File: src/rtl/keypad_pkg.sv
// Shared definitions for the 4x4 keypad scanner: key codes, FSM encoding,
// column strobe patterns and the row/column to key-code decoder.
package keypad_pkg;

    localparam logic [4:0] KEY_NONE = 5'b10000;

    localparam logic [4:0] KEY_0 = 5'h00;
    localparam logic [4:0] KEY_1 = 5'h01;
    localparam logic [4:0] KEY_2 = 5'h02;
    localparam logic [4:0] KEY_3 = 5'h03;
    localparam logic [4:0] KEY_4 = 5'h04;
    localparam logic [4:0] KEY_5 = 5'h05;
    localparam logic [4:0] KEY_6 = 5'h06;
    localparam logic [4:0] KEY_7 = 5'h07;
    localparam logic [4:0] KEY_8 = 5'h08;
    localparam logic [4:0] KEY_9 = 5'h09;
    localparam logic [4:0] KEY_A = 5'h0A;
    localparam logic [4:0] KEY_B = 5'h0B;
    localparam logic [4:0] KEY_C = 5'h0C;
    localparam logic [4:0] KEY_D = 5'h0D;
    localparam logic [4:0] KEY_E = 5'h0E;
    localparam logic [4:0] KEY_F = 5'h0F;

    localparam logic [1:0] ST_SCAN     = 2'd0;
    localparam logic [1:0] ST_DEBOUNCE = 2'd1;
    localparam logic [1:0] ST_HELD     = 2'd2;
    localparam logic [1:0] ST_RELEASE  = 2'd3;

    localparam logic [3:0] COL_C1 = 4'b1110;
    localparam logic [3:0] COL_C2 = 4'b1101;
    localparam logic [3:0] COL_C3 = 4'b1011;
    localparam logic [3:0] COL_C4 = 4'b0111;

    // Exactly one row line pulled low; anything else is idle or a ghost pattern.
    function automatic logic one_low(input logic [3:0] row);
        return ($countones(~row) == 1);
    endfunction

    function automatic logic [4:0] decode_key(input logic [3:0] row, input logic [3:0] col);
        logic [4:0] code;
        code = KEY_NONE;
        case ({row, col})
            {4'b1110, COL_C1}: code = KEY_1;
            {4'b1110, COL_C2}: code = KEY_2;
            {4'b1110, COL_C3}: code = KEY_3;
            {4'b1110, COL_C4}: code = KEY_A;
            {4'b1101, COL_C1}: code = KEY_4;
            {4'b1101, COL_C2}: code = KEY_5;
            {4'b1101, COL_C3}: code = KEY_6;
            {4'b1101, COL_C4}: code = KEY_B;
            {4'b1011, COL_C1}: code = KEY_7;
            {4'b1011, COL_C2}: code = KEY_8;
            {4'b1011, COL_C3}: code = KEY_9;
            {4'b1011, COL_C4}: code = KEY_C;
            {4'b0111, COL_C1}: code = KEY_E;
            {4'b0111, COL_C2}: code = KEY_0;
            {4'b0111, COL_C3}: code = KEY_F;
            {4'b0111, COL_C4}: code = KEY_D;
            default:           code = KEY_NONE;
        endcase
        return code;
    endfunction

endpackage

File: src/rtl/keypad_scan_div.sv
// Free-running prescaler; strobe marks the last cycle of each column dwell,
// which is when the row lines are sampled.
module keypad_scan_div #(
    parameter int SCAN_DIV = 4
) (
    input  logic CLK,
    input  logic RST,
    output logic strobe
);

    logic [15:0] div;

    assign strobe = (div == 16'(SCAN_DIV - 1));

    always_ff @(posedge CLK or posedge RST) begin
        if (RST) begin
            div <= '0;
        end else if (strobe) begin
            div <= '0;
        end else begin
            div <= div + 16'd1;
        end
    end

endmodule

File: src/rtl/keypad_scan_ctrl.sv
// Column-sequenced keypad scanner with press/release debounce.
//   state       | meaning
//   SCAN        | rotating column strobe, looking for a single low row
//   DEBOUNCE    | column frozen, counting identical samples of the candidate
//   HELD        | key reported, waiting for all rows high
//   RELEASE     | counting consecutive all-high samples
module keypad_scan_ctrl
    import keypad_pkg::*;
#(
    parameter int SCAN_DIV     = 4,
    parameter int DEBOUNCE_CNT = 3
) (
    input  logic       CLK,
    input  logic       RST,
    input  logic [3:0] row,
    output logic [3:0] col,
    output logic [4:0] key_code,
    output logic       key_valid,
    output logic       keypr
);

    localparam logic [7:0] CNT_LAST = 8'(DEBOUNCE_CNT - 1);

    logic [1:0] state;
    logic [3:0] row_lat;
    logic [7:0] match_cnt;
    logic [7:0] rel_cnt;
    logic       strobe;

    keypad_scan_div #(.SCAN_DIV(SCAN_DIV)) u_div (
        .CLK    (CLK),
        .RST    (RST),
        .strobe (strobe)
    );

    always_ff @(posedge CLK or posedge RST) begin
        if (RST) begin
            state     <= ST_SCAN;
            col       <= COL_C1;
            row_lat   <= 4'hF;
            match_cnt <= '0;
            rel_cnt   <= '0;
            key_code  <= KEY_NONE;
            key_valid <= 1'b0;
            keypr     <= 1'b0;
        end else begin
            key_valid <= 1'b0;
            if (strobe) begin
                case (state)
                    ST_SCAN: begin
                        if (one_low(row)) begin
                            row_lat <= row;
                            if (DEBOUNCE_CNT == 1) begin
                                key_code  <= decode_key(row, col);
                                key_valid <= 1'b1;
                                keypr     <= 1'b1;
                                state     <= ST_HELD;
                            end else begin
                                match_cnt <= 8'd1;
                                state     <= ST_DEBOUNCE;
                            end
                        end else begin
                            col <= {col[2:0], col[3]};
                        end
                    end
                    ST_DEBOUNCE: begin
                        if (row == row_lat) begin
                            if (match_cnt == CNT_LAST) begin
                                key_code  <= decode_key(row, col);
                                key_valid <= 1'b1;
                                keypr     <= 1'b1;
                                match_cnt <= '0;
                                state     <= ST_HELD;
                            end else begin
                                match_cnt <= match_cnt + 8'd1;
                            end
                        end else begin
                            match_cnt <= '0;
                            col       <= {col[2:0], col[3]};
                            state     <= ST_SCAN;
                        end
                    end
                    ST_HELD: begin
                        // Other keys in the same column keep us here; only all-high counts.
                        if (row == 4'hF) begin
                            if (DEBOUNCE_CNT == 1) begin
                                key_code <= KEY_NONE;
                                keypr    <= 1'b0;
                                col      <= {col[2:0], col[3]};
                                state    <= ST_SCAN;
                            end else begin
                                rel_cnt <= 8'd1;
                                state   <= ST_RELEASE;
                            end
                        end
                    end
                    ST_RELEASE: begin
                        if (row == 4'hF) begin
                            if (rel_cnt == CNT_LAST) begin
                                key_code <= KEY_NONE;
                                keypr    <= 1'b0;
                                rel_cnt  <= '0;
                                col      <= {col[2:0], col[3]};
                                state    <= ST_SCAN;
                            end else begin
                                rel_cnt <= rel_cnt + 8'd1;
                            end
                        end else begin
                            rel_cnt <= '0;
                            state   <= ST_HELD;
                        end
                    end
                    default: state <= ST_SCAN;
                endcase
            end
        end
    end

endmodule

File: config.mk
export PLATFORM = sky130hd
export DESIGN_NAME = keypad_scan_ctrl
export DESIGN_NICKNAME = d
export VERILOG_FILES = /design/src/rtl/keypad_pkg.sv /design/src/rtl/keypad_scan_div.sv /design/src/rtl/keypad_scan_ctrl.sv
export SDC_FILE = /design/constraint.sdc
export NUM_CORES = 1
export LEC_CHECK = 0
export CORE_ASPECT_RATIO = 0.7
export CORE_UTILIZATION = 50
export DETAILED_ROUTE_END_ITERATION = 6
export DONT_BUFFER_PORTS = 1
export PLACE_DENSITY_LB_ADDON = 0.2
export SLEW_MARGIN = 20
export SYNTH_ARGS = -nofsm -noshare
export SYNTH_HDL_FRONTEND = slang
export SYNTH_SLANG_ARGS = --single-unit
File: constraint.sdc
create_clock -name CLK -period 2.2 [get_ports CLK]
set_input_delay 0.44 -clock CLK [delete_from_list [all_inputs] [get_ports CLK]]
set_output_delay 0.44 -clock CLK [all_outputs]
set_load 0.005 [all_outputs]
==> results.md <==
- Netlist area before placement: 3100 um^2
- Final net count: 322
- Std-Cell Rows: 23
- TritonCTS buffer count: 5
- Commonest non-fill, non-tap cell in the layout: sky130_fd_sc_hd__dfrtp_1
- Maximum number of pins on one net before global-route repair: 50
- FFs w/ async S/R, synth: 100%
- Number of global-route vias before repair: 2081
- Library cell used as clock root buffer: sky130_fd_sc_hd__clkbuf_8
- Insertion delay to the later sink of the worst-skew pair: 0.30 ns
- Area Growth Syn to Fin: 8.75%
- Register cell area after layout: 1240 um^2
- Fraction of layout cells with a size suffix above 1: 19.7%
- Drt first pass iters: 4
- Die area: 6530 um^2
- CTS H-Tree Depth: 2
- Data required time of the worst path: 2.42 ns
- TritonCTS Sinks: 49
- Critical path class: input pin to flop
- Fin. Hold Viols: 0
- Layout Skew: 0.00842 ns
- Count of vias placed by the detailed router: 2212
- Fillcell total: 493
- Global-route wire length before repair: 10.2 mm
- Die extent in x: 96.2 um
- Count of maximum capacitance violations: 0
- Clock slew at reported path FFs: 0.09 ns
- Post-layout min period: 2.07 ns
- Finish-stage setup viols: 0
- Crit end category: flop
- Result of the run: complete, no violations
- Final weighted congestion in routability-driven placement: 0.816
- Reg-to-reg setup timing slack: 0.16 ns
- Count of pins over their slew limit: 0
- Diodes inserted: 0
- Mapped Nets: 315
- DP Worst Slack: -0.202 ns
- CTS tree: yes
- R2r startpoint: rel_cnt[0]
- Worst-case headroom to the max-slew limit: 68.3%
- Number of synthesized register bits: 49
- Power per cell area: 451 nW/um^2
- Drt drc: 0
- Clock buffer depth: 2
- Hold-fix buffer count after cts: 0
- Signal arrival time at the worst endpoint: 2.29 ns
- Top_reg_cell synth: sky130_fd_sc_hd__dfrtp_1
- All-layer global routing usage: 20.4%
- Via-to-Cell Ratio: 5.82
- Tightest Pin Transition: 0.473 ns
- Number of antenna violations at the first check in global routing: 0
- Timing startpoint of the critical path: row[0]
- Routed wire length: 5.89 mm
- Count of buffers inserted at the top-level ports: 0
- Antenna viol nets, final: 0
- Height of the die: 67.9 um
- Fraction of the cycle the final worst path needs: 94.1%
- Cts repair resizes: 0
- Detailed placement HPWL: 4.41 mm
- Count of buffers added by post-CTS timing repair for setup: 0
- CP max FO: 8
- Path category of the worst min-delay check: input pin to asynchronous set/reset pin
- IO Pins: 17
- Post-detailed-route wirelength per cell: 15.5 um
- Max frequency: 483 MHz
- Final Worst Setup Slack: 0.130 ns
- Initial DRC count: 169
- Post-Syn Instances: 297
- Multi-input gate area: 1800 um^2
- Worst ir drop on vdd: 0.417 mV
- Top library cells by usage in the layout, fill and taps aside: 41 x sky130_fd_sc_hd__dfrtp_1, 16 x sky130_fd_sc_hd__o21ai_0, 15 x sky130_fd_sc_hd__nor2_1
- Starting density of the core: 53.1%
- Area of the core: 5840 um^2
- RSZ-0062 raised after global routing: false
- Kind of launch point of the worst setup path: input pin
- Leakage power total: 0.00145 uW
- Congestion Overflow GR: 0
- Warnings, synthesis: 0
- Post-synthesis cell type count: 62
- Final setup TNS: 0 ns
- Proportion of synthesized chip area in sequential cells: 39.8%
- Mean cell area of the mapped netlist: 10.5 um^2
- Count of flip-flops with a built-in enable after synthesis: 0
[Yosys cell counts (all sizes together), types with 4 or more instances]
cell type / instances / share of area (%)
o31ai: 5 / 1.4
a31oi: 4 / 0.81
and4: 4 / 1.2
inv: 15 / 1.8
nand2: 11 / 1.4
and2: 5 / 1.0
nand3: 12 / 1.9
or3: 4 / 0.97
and3: 9 / 1.9
dfrtp: 41 / 33
nor4: 4 / 1.8
nor3: 10 / 1.6
xnor2: 14 / 4.0
dfstp: 8 / 6.8
nand4: 10 / 2.5
mux2i: 4 / 1.3
nor2: 17 / 3.1
mux2: 13 / 4.7
o21ai: 28 / 4.5
ha: 11 / 4.4
a21oi: 6 / 1.3
xor2: 7 / 2.0
buf: 10 / 2.0
nand2b: 10 / 2.3
[metrics by stage]
stage               util [%]  cells  hold slack, ns  total power (uW)  area [um^2]
floorplan                  -    297           0.445              1010         3160
global placement        56.3    372           0.389              1030         3290
detailed placement      56.3    372           0.390              1030         3290
CTS                     57.8    380          0.0593              1550         3370
global route            57.8    380          0.0638              1600         3380
finish                  57.8    380          0.0497              1520         3380
[power by group]
part / switching (uW) / leakage (uW) / internal [uW] / total [uW]
clock network: 286 / 0.0000385 / 225 / 511
logic: 54.0 / 0.000788 / 43.1 / 97.1
registers: 6.38 / 0.000628 / 907 / 913
total: 346 / 0.00145 / 1180 / 1520
[critical path, stage by stage]
cell	delay [ns]
sky130_fd_sc_hd__fa_1	0.52
sky130_fd_sc_hd__inv_1	0.04
sky130_fd_sc_hd__ha_2	0.17
sky130_fd_sc_hd__ha_4	0.22
sky130_fd_sc_hd__nor3b_4	0.21
sky130_fd_sc_hd__buf_4	0.16
sky130_fd_sc_hd__o211ai_4	0.11
sky130_fd_sc_hd__nand2b_4	0.20
sky130_fd_sc_hd__o31ai_2	0.21
[worst paths after layout]
path | to | cells past startpoint
setup / recovery | match_cnt[7] | 9
hold / removal | u_div.div[5] | 2
setup reg to reg | col[2] | 7
hold reg to reg | u_div.div[0] | 1
max in group asynchronous | row_lat[3] | 2
min in group CLK | row_lat[0] | 1
[state kept, by name, summed over array words and instances (netlist names)]
signal     flops
col            4
key_code       5
key_valid      1
keypr          1
match_cnt      8
rel_cnt        8
row_lat        4
state          2
u_div.div     16
[per-layer routing]
layer | vias up | global-route usage, % | wire (um)
met3 | 6 | 4.44 | 324
met1 | 1051 | 31.7 | 3120
li1 | 1103 | - | -
met5 | - | 0 | 0
met4 | 0 | 5.60 | 59
met2 | 52 | 27.9 | 2390
[final cells by class]
class / count / area share [%]
multi-input cells: 220 / 53.2
flip-flops and latches: 49 / 36.6
repair buffers: 13 / 3.26
well taps: 75 / 2.78
clock buffers: 7 / 2.26
inverters: 15 / 1.67
clock inverters: 1 / 0.222
[cells by family after synthesis]
kind of cell	count (synthesis)	share of synthesized area (%)
AOI/OAI and AO/OA	59	14.0
xor gates and xnor gates	21	5.93
adders and majority gates	12	5.08
buffers and inverters	28	4.19
DFF	49	39.8
muxes	17	6.01
and+or+nand+nor	111	25.0
(Power assumes the default switching activity.)
==> variant, RTL diff (same flow settings) <==
Reset style: synchronous (`RST`), changed in 2 clocked blocks.
--- a/src/rtl/keypad_scan_div.sv
+++ b/src/rtl/keypad_scan_div.sv
@@ -13,5 +13,5 @@
     assign strobe = (div == 16'(SCAN_DIV - 1));
 
-    always_ff @(posedge CLK or posedge RST) begin
+    always_ff @(posedge CLK) begin
         if (RST) begin
             div <= '0;
--- a/src/rtl/keypad_scan_ctrl.sv
+++ b/src/rtl/keypad_scan_ctrl.sv
@@ -34,5 +34,5 @@
     );
 
-    always_ff @(posedge CLK or posedge RST) begin
+    always_ff @(posedge CLK) begin
         if (RST) begin
             state     <= ST_SCAN;
Formal check against the unedited RTL: differs if RST is asserted again (counterexample within 10 cycles, from zero or initial values and one cycle with RST high); with RST held inactive, the same outputs for 10 cycles.
==> variant against the unedited design <==
- the run now ends with negative setup slack left
- critical path type unchanged
- worst setup slack got worse by 0.19 ns
- critical path depth stayed put
- highest routed layer unchanged
- final area fell by 2.4%
- sequential cell count did not move
- routed wire length up 4.2%
- die area decreased by 6.3%
- critical endpoint is now row_lat[0]
- area after synthesis decreased by 6.5%
Power is not compared: it rests on default switching activity, and its combinational part moved more than twofold at a synthesized area within 25%.
==> variant: results (changes against the unedited design) <==
[status]
status = complete, but fails checks
violations = negative setup slack

[synth]
synth_top_cell_by_area = dfxtp_1
synth_common_cells = dfxtp_1, nor2_1, nand2_1, xnor2_1, nand3_1
synth_area_leaders = dfxtp_1, xnor2_1, nor2_1
synthXorXnorAreaFrac_pct = 8.75  ; +2.8 points
synth_compound_gate_area_share_pct = 14.1  ; +0.065 points
async_flop_share_pct = 0  ; -100 points
synth_mux_area_share_pct = 3.88  ; -2.1 points
ys_seq_area_share_pct = 33.8  ; -6.0 points

[finish]
multi_input_comb_cells = 253  ; +15%
clock_area_share_pct = 4.18  ; +1.7 points
final-seq-area_um2 = 981  ; -21%
bufAreaShareNonClock_pct = 4.94  ; +1.7 points
inv_count = 16  ; +1
fillers = 464  ; -5.9%
fin_util_pct = 60.8  ; +3.0 points
num-nonclk-buffers = 20  ; +7
drive_gt1_share_pct = 15.3  ; -4.4 points

[clock_tree]
post_cts_buffers = 2  ; +2
post_cts_resized = 0  ; unchanged
clk_pin_slew_ns = 0.10

[sta]
finClkSkew_ns = 0.0108  ; +0.00242 ns
finalSetupViolCount = 4  ; +4
worst_slew_pin_slew_ns = 0.688  ; +0.215 ns
setup_tns_ns = -0.111  ; -0.111 ns
setup_ws_ns = -0.0579  ; -0.188 ns
hold_slack_ns = 0.187  ; +0.137 ns

[grt]
gr-usage-all-layers_pct = 21.9  ; +1.5 points
grt_pass1_vias = 2209  ; +6.2%
use_met3_pct = 5.09  ; +0.65 points
grt_max_degree = 18  ; -64%
met2_usage_pct = 31.5  ; +3.6 points

[placed_design]
dp_slack_ns = -0.368  ; -0.166 ns
postPlaceCellArea_um2 = 3120  ; -5.3%
post-dp-hpwl_mm = 4.56  ; +3.3%
post-place-cells = 407  ; +9.4%

[routing]
drt_iter0_drc = 135  ; -20%
dr.pass1.iters = 4  ; unchanged
dr_wl_met3_um = 317  ; -2.2%
via_per_inst = 5.83  ; +0.12%
dr_total_vias = 2436  ; +10%
wl_met1_mm = 3.30  ; +5.7%
wl_met2_mm = 2.47  ; +3.6%

[setup_path]
arrival_ns = 2.44  ; +0.15 ns
rr_endpoint = row_lat[0]
worst-path-max-fanout = 17  ; +9
worstReg2RegStart = u_div.div[0]

[hold_path]
min_path_type = in2reg

-- variant: power by group through the flow --
stage	clock, mW	combinational (mW)	sequential [mW]
final	0.776	0.239	0.915
after global routing	0.826	0.262	0.917
after CTS	0.792	0.231	0.915
after detailed placement	0	0.219	0.935
after global placement	0	0.216	0.934
after floorplan	0	0.168	0.930
-- variant: critical path, stage by stage --
cell,delay [ns]
fa_1,0.54
inv_2,0.05
ha_4,0.15
ha_4,0.21
nor3b_4,0.25
nand2b_1,0.15
nor3_4,0.33
mux2i_1,0.25
nand2_1,0.07
-- variant: how the worst max path moves through the flow --
stage | from | endpoint | slack (ns) | cells past startpoint
3_3_place_gp | row[0] | row_lat[1] | -0.30 | 9
6_report | row[3] | row_lat[0] | -0.06 | 9
4_1_cts | row[0] | row_lat[0] | -0.02 | 9
2_1_floorplan | row[0] | row_lat[0] | -0.21 | 9
3_5_place_dp | row[0] | row_lat[0] | -0.37 | 9
5_1_grt | row[3] | row_lat[0] | -0.13 | 9
